## config.mk

```make
export PLATFORM = sky130hd
export DESIGN_NAME = hdlc_rx_monitor
export DESIGN_NICKNAME = d
export VERILOG_FILES = /design/src/rtl/hdlc_rx_monitor.sv
export SDC_FILE = /design/constraint.sdc
export NUM_CORES = 1
export LEC_CHECK = 0
export ABC_AREA = 0
export BUFFER_PORTS_ARGS = -buffer_cell sky130_fd_sc_hd__buf_2
export CORE_ASPECT_RATIO = 1.4
export CORE_MARGIN = 8
export CORE_UTILIZATION = 50
export CTS_CLUSTER_DIAMETER = 60
export DETAILED_ROUTE_END_ITERATION = 8
export HOLD_SLACK_MARGIN = 0.15
export PLACE_DENSITY = 0.82
export SLEW_MARGIN = 20
export SYNTH_ARGS = -nofsm -noshare
export SYNTH_HDL_FRONTEND = slang
export SYNTH_SLANG_ARGS = --single-unit
```

## constraint.sdc

```tcl
create_clock -name Clk -period 3.7 [get_ports Clk]
set_input_delay 0.74 -clock Clk [delete_from_list [all_inputs] [get_ports Clk]]
set_output_delay 0.74 -clock Clk [all_outputs]
set_load 0.005 [all_outputs]
```

## src/rtl/hdlc_rx_monitor.sv

```systemverilog
// Protocol monitor for the HDLC receiver: checks flag-detect latency, spurious
// flag detects, abort propagation and end-of-frame status consistency.
module hdlc_rx_monitor #(
  parameter int unsigned FLAG_LAT  = 2,
  parameter int unsigned ABORT_LAT = 1,
  parameter int unsigned CNT_W     = 16
) (
  input  logic             Clk,
  input  logic             Rst,
  input  logic             Enable,
  input  logic             Clr,
  input  logic             Rx,
  input  logic             Rx_FlagDetect,
  input  logic             Rx_ValidFrame,
  input  logic             Rx_AbortDetect,
  input  logic             Rx_AbortSignal,
  input  logic             Rx_Overflow,
  input  logic             Rx_FrameError,
  input  logic             Rx_Ready,
  input  logic             Rx_EoF,
  output logic [3:0]       ErrPulse,
  output logic [3:0]       ErrVec,
  output logic [CNT_W-1:0] ErrCnt,
  output logic [CNT_W-1:0] FlagCnt
);

  localparam logic [7:0]       FLAG_PAT = 8'b0111_1110;
  localparam logic [CNT_W-1:0] CNT_MAX  = '1;

  logic [7:0]           sh;
  logic [7:0]           shNext;
  logic                 flagMatch;
  logic [FLAG_LAT-1:0]  fpend;
  logic [FLAG_LAT:0]    fpendShift;
  logic [ABORT_LAT-1:0] apend;
  logic [ABORT_LAT:0]   apendShift;
  logic                 eofQ;
  logic                 statusOk;
  logic [3:0]           fired;
  logic [2:0]           firedCnt;
  logic [CNT_W:0]       errSum;
  logic [CNT_W-1:0]     errCntNext;
  logic [CNT_W-1:0]     flagCntNext;

  always_comb begin
    // Match on the post-edge shift value so the flag's final edge launches
    // the pipeline and the check lands exactly FLAG_LAT edges later.
    shNext     = {sh[6:0], Rx};
    flagMatch  = (shNext == FLAG_PAT);
    fpendShift = {fpend, flagMatch & Enable};
    apendShift = {apend, Rx_AbortDetect & Rx_ValidFrame & Enable};

    statusOk = 1'b0;
    if (Rx_AbortSignal)
      statusOk = !Rx_Overflow && !Rx_FrameError && !Rx_Ready;
    else if (Rx_Overflow)
      statusOk = !Rx_FrameError && !Rx_Ready;
    else if (Rx_FrameError)
      statusOk = !Rx_Ready;
    else
      statusOk = Rx_Ready;

    fired    = '0;
    fired[0] = fpend[FLAG_LAT-1] & ~Rx_FlagDetect;
    fired[1] = Rx_FlagDetect & Enable & ~fpend[FLAG_LAT-1];
    fired[2] = apend[ABORT_LAT-1] & ~Rx_AbortSignal;
    fired[3] = Enable & Rx_EoF & ~eofQ & ~statusOk;

    firedCnt = {2'b00, fired[0]} + {2'b00, fired[1]}
             + {2'b00, fired[2]} + {2'b00, fired[3]};
    // One spare bit catches any overshoot past the maximum count.
    errSum      = {1'b0, ErrCnt} + (CNT_W+1)'(firedCnt);
    errCntNext  = errSum[CNT_W] ? CNT_MAX : errSum[CNT_W-1:0];
    flagCntNext = (FlagCnt == CNT_MAX) ? FlagCnt : FlagCnt + CNT_W'(1);
  end

  always_ff @(posedge Clk) begin
    if (Rst) begin
      sh       <= 8'hFF;
      fpend    <= '0;
      apend    <= '0;
      eofQ     <= 1'b1;
      ErrPulse <= '0;
      ErrVec   <= '0;
      ErrCnt   <= '0;
      FlagCnt  <= '0;
    end else begin
      sh       <= shNext;
      fpend    <= fpendShift[FLAG_LAT-1:0];
      apend    <= apendShift[ABORT_LAT-1:0];
      eofQ     <= Rx_EoF;
      ErrPulse <= fired;
      if (Clr) begin
        ErrVec  <= '0;
        ErrCnt  <= '0;
        FlagCnt <= '0;
      end else begin
        ErrVec <= ErrVec | fired;
        ErrCnt <= errCntNext;
        if (flagMatch)
          FlagCnt <= flagCntNext;
      end
    end
  end

endmodule
```

Yosys cells after proc, flatten, opt, wreduce, memory -nomap -nowiden
Index checks and enable logic that the tools add are counted.

storage, ports and cells
  flip-flop bits (word level) = 51
  input port bits = 13
  output and inout port bits = 40

operators by class
  add/sub/neg operators = 5
  equal/unequal tests = 2
  muxes and demuxes = 4
  bitwise logic cells = 17
  reduce and logical (&&, ||, !) cells = 8

operators with widths
  operator               count
  $add 16x3->17          1
  $add 16x1->16 const B  1
  $eq 16x16->1 const B   1
  $mux 16                1
  $and 1x1->1            10
  $eq 8x7->1 const B     1
  $not 1->1              6
  $or 4x4->4             1
  $add 2x1->3            1
  $add 3x1->3            1
  $logic_and 1x1->1      3
  $logic_not 1->1        3
  $mux 1                 3
  $add 1x1->2            1
  $reduce_and 2->1       1
  $reduce_or 2->1        1

Depth between registers and ports, before layout
  word-level depth = 9
  mapped depth = 13
  mapped depth without buffers = 12

Worst setup path after synthesis
No wires, ideal clock.

  kind = input -> register
  start point = input Rx_FrameError
  end point = register ErrCnt[11]
  library setup time = 0.074 ns
  arrival time = 3.239 ns
  required time = 3.626 ns
  setup slack = 0.387 ns
  cell stages on the path = 13
  path buffers = 1
  cell sequence = inv_1 ha_1 nor2b_1 a31oi_1 o221ai_1 fa_1 inv_1 fa_1 nand3_1 nor4_1 nand4_1 clkbuf_1 a31oi_1

between the ends
  cells in the longest elaborated chain, start to end = 9

ends and longest elaborated chain
  item                                                line    RTL
  from (decl)                                         18      input logic Rx_FrameError,
  $logic_not 1->1                                     55, 57
  $logic_and 1x1->1 (on tied branches)                57, 55
  $mux 1 / $logic_and 1x1->1 (equally long branches)  56, 55
  $mux 1 *                                            54      if (Rx_AbortSignal)
  $not 1->1 *                                         67      fired[3] = Enable & Rx_EoF & ~eofQ & ~statusOk;
  $and 1x1->1 *                                       67
  $add 3x1->3 *                                       70      + {2'b00, fired[2]} + {2'b00, fired[3]};
  $add 16x3->17 *                                     72      errSum = {1'b0, ErrCnt} + (CNT_W+1)'(firedCnt);
  $mux 16 *                                           73      errCntNext = errSum[CNT_W] ? CNT_MAX : errSum[CNT_W-1:0];
  to (signal assigned)                                99      ErrCnt <= errCntNext;
  to (decl)                                           23      output logic [CNT_W-1:0] ErrCnt,

Mark *: on every way between the ends. The rest lies on a longest branch, timed or not.
A chain may end at the register's enable or synchronous reset.

Final worst setup path
  start point = input Rx_FrameError
  end point = register ErrCnt[9]

The elaborated chain is that of the path after synthesis.

==> results.md <==
- Largest net degree at the start of global routing: 35
- Critical-path cell list: buf_2 > inv_1 > ha_1 > nor2b_1 > a31oi_1 > o221ai_1 > fa_1 > inv_1 > fa_1 > nand3_1 > nor4_1 > nand4_1 > buf_4 > a31oi_1
- CP max stage cell: fa_1
- Setup repair bufs after CTS: 0
- Clk sinks: between 50 and 60
- Worst path max stage delay: 0.45 ns
- Reg power frac: about three fifths
- Worst slew margin: 51.3%
- Main synth FF type: dfxtp_1
- Resized cells post-CTS: 0
- Pint: roughly 720 µW
- Dominant cell type by area after synthesis: dfxtp_1
- Die area: between 6000 and 7000 µm²
- First-pass DRT Iterations: 4
- CTS max path bufs: 2
- Io pins: 53
- Fill cells: about 430
- Pwr per Cell Area: roughly 340 nW/µm²
- Status: finished clean
- CTS root buffer: clkbuf_8
- Clock-pin slew on the worst setup and hold paths: 0.09 ns
- Worst-Margin Slew: about 0.72 ns
- First-pass GRT wire length: 8.76 mm
- Post-synth top area share: 44.9%
- Post-synthesis sequential area ratio: between 40 and 50%
- Final period util: 86.8%
- #FFs+latches synth: 51
- Most instantiated cells after synthesis: 51 x dfxtp_1, 26 x a21oi_1, 17 x nand3_1
- Worst skew pair latency: 0.31 ns
- Dpl hpwl: a little under 4 mm
- Synth async-reset ratio: 0%
- Mean Syn Cell Area: 9.18 µm²
- Clock share of power: 36.4%
- CTS tree: built
- Post-synth EDFFs: 0
- Die W: 73.0 µm
- RR Endpoint: ErrCnt[9]
- PortBufs: 52
- Cell with the most instances after synthesis: dfxtp_1
- Area occupied by multi-input gates: between 1000 and 1500 µm²
- Switching Share: 22.3%
- Min cycle time layout: around 3.2 ns
- RSZ-0062 raised after global routing: no
- Critical path class: in2reg
- Hold Path Sink: ErrPulse[1]
- Synth Warn #: 0
- Psw: a little over 200 µW
- Area of the core: 4460 µm²
- Worst Hold Class: reg2reg
- Setup Skew: between 0.01 and 0.015 ns
- Vias per cell: 5.62
- Drc violations: 0
- Critical path arrival: approximately 3.4 ns
- Synth area leaders: dfxtp_1 45%, a21oi_1 5.7%, nand3_1 3.7%
- P&R area growth vs syn: 18.5%
- Share of power burned in combinational logic: under 10%
- DP Worst Slack: 0.151 ns
- GRT Total Usage: between 10% and 20%
- Register cell area after layout: approximately 1000 µm²
- Setup slack, reg-to-reg: just over 0.8 ns
- Crit path max fanout: 11
- Cell Area, Synth: about 2300 µm²
- Routed Antenna Nets: 0
- P_leak: between 1 and 1.5 nW
- DIE HEIGHT: between 90 and 100 µm
- Grt ovf: 0
- Max Slew Vio Count: 0
- Critical path buffers and inverters: 4
- Vias: between 2000 and 2500
- Initial Util: 51.0%
- H-tree depth: 2
- Netlist cell types: between 40 and 50
- Setup crit end kind: register
- CP startpoint kind: input pin
- VDD IR max: 0.230 mV
- Synth Instances: between 200 and 250
- Layout cells sized above 1: approximately 25%
- Final wirelength: about 5.2 mm
- Hold Crit Start: fpend[1]
- Number of global-route vias before repair: a little under 2000
- WHS Path Cells: 1
- TNS Setup: 0 ns
- Hold Buf Count CTS: 0
- Worst Slack Setup Final: about 0.49 ns
- Fin Hold WS: 0.458 ns
- Final Hold Violating Endpoints: 0
- Mapped Nets: 267
- Iter 0 DRT Violations: about 140
- CP required: around 4 ns
- Routability cong.: 0.846
- Delay-heaviest family, CP: adder cells
- # setup viols final: 0
- Achievable Freq: 312 MHz
- Diodes inserted: 0
- Initial antenna violation count: 0
- Wirelength per Cell: approximately 14 µm
- CTS buffer count: 5
- Nets: between 300 and 400
- Rows: 29
- R2R Path Start: fpend[1]
- Max Cap Viol: 0
- Worst-case reg-to-reg path depth: 11
[how the worst max path moves through the flow]
stage,start,slack (ns),end,cells after the start
global placement,Rx_FrameError,0.28,ErrCnt[9],14
CTS,Rx_FrameError,0.49,ErrCnt[8],14
global route,Rx_FrameError,0.26,ErrCnt[8],14
detailed placement,Rx_FrameError,0.15,ErrCnt[9],14
floorplan,Rx_FrameError,0.39,ErrCnt[11],13
finish,Rx_FrameError,0.49,ErrCnt[9],14
[power by group through the flow]
stage | clock, mW | sequential (mW) | combinational, mW
2_1_floorplan | 0 | 0.568 | 0.0205
3_3_place_gp | 0 | 0.568 | 0.0355
5_1_grt | 0.365 | 0.556 | 0.0409
4_1_cts | 0.347 | 0.556 | 0.0368
6_report | 0.338 | 0.556 | 0.0361
3_5_place_dp | 0 | 0.569 | 0.0368
[worst reg2reg max path, stage by stage (launching register included)]
cell and delay, ns:
dfxtp_1 0.33, nor2b_1 0.16, fa_1 0.50, inv_1 0.05
fa_1 0.38, inv_1 0.08, fa_1 0.22, nand3_1 0.15
nor4_1 0.38, nand4_1 0.19, buf_4 0.22, a31oi_1 0.15
[through the flow]
step	total power [mW]	cells	util (%)	instance area [µm²]
final	0.930	365	60.4	2700
after global routing	0.962	365	60.4	2700
after CTS	0.939	365	60.4	2700
after detailed placement	0.605	357	58.3	2600
after global placement	0.604	357	58.3	2600
after floorplan	0.589	248	-	2280
[sequential cells by signal, summed over array words and instances (netlist names)]
name / count
ErrCnt: 16
ErrPulse: 4
ErrVec: 4
FlagCnt: 16
apend: 1
eofQ: 1
fpend: 2
sh: 7
[logic make-up (layout without fill, tap and decap cells)]
kind of cell | Yosys count | after routing | synth area share, %
compound gates | 55 | 55 | 14.7
xor+xnor | 8 | 8 | 3.08
fa+ha+maj | 6 | 6 | 4.29
buf+inv | 17 | 72 | 3.13
flops | 51 | 51 | 44.9
mux | 1 | 1 | 0.440
simple gates | 110 | 110 | 29.5
[metal layers]
layer  track usage (%)  vias up  wire (µm)
met2              28.1       41       2870
met4              8.04        0         85
met5                 0        -          0
met3              3.65        6        233
li1                  -     1034          -
met1              16.4      972       2050
[area by class of cell]
type	count	share of cell area, %
well taps	62	2.88
repair buffers	56	10.8
clock buffers	7	3.20
clock inverters	1	0.325
multi-input cells	180	43.9
flip-flops and latches	51	37.8
inverters	8	1.11
[cell usage in the layout, fill, tap and decap left out, drive strengths merged, types with 7 or more instances in the layout]
cell    instances
a21oi          26
buf            56
clkbuf          7
dfxtp          51
inv             8
nand2          11
nand3          18
nor2           11
nor2b           7
o21ai           8
o31ai           8
or2            10
or4            10
Power figures use the tool's default switching activity.
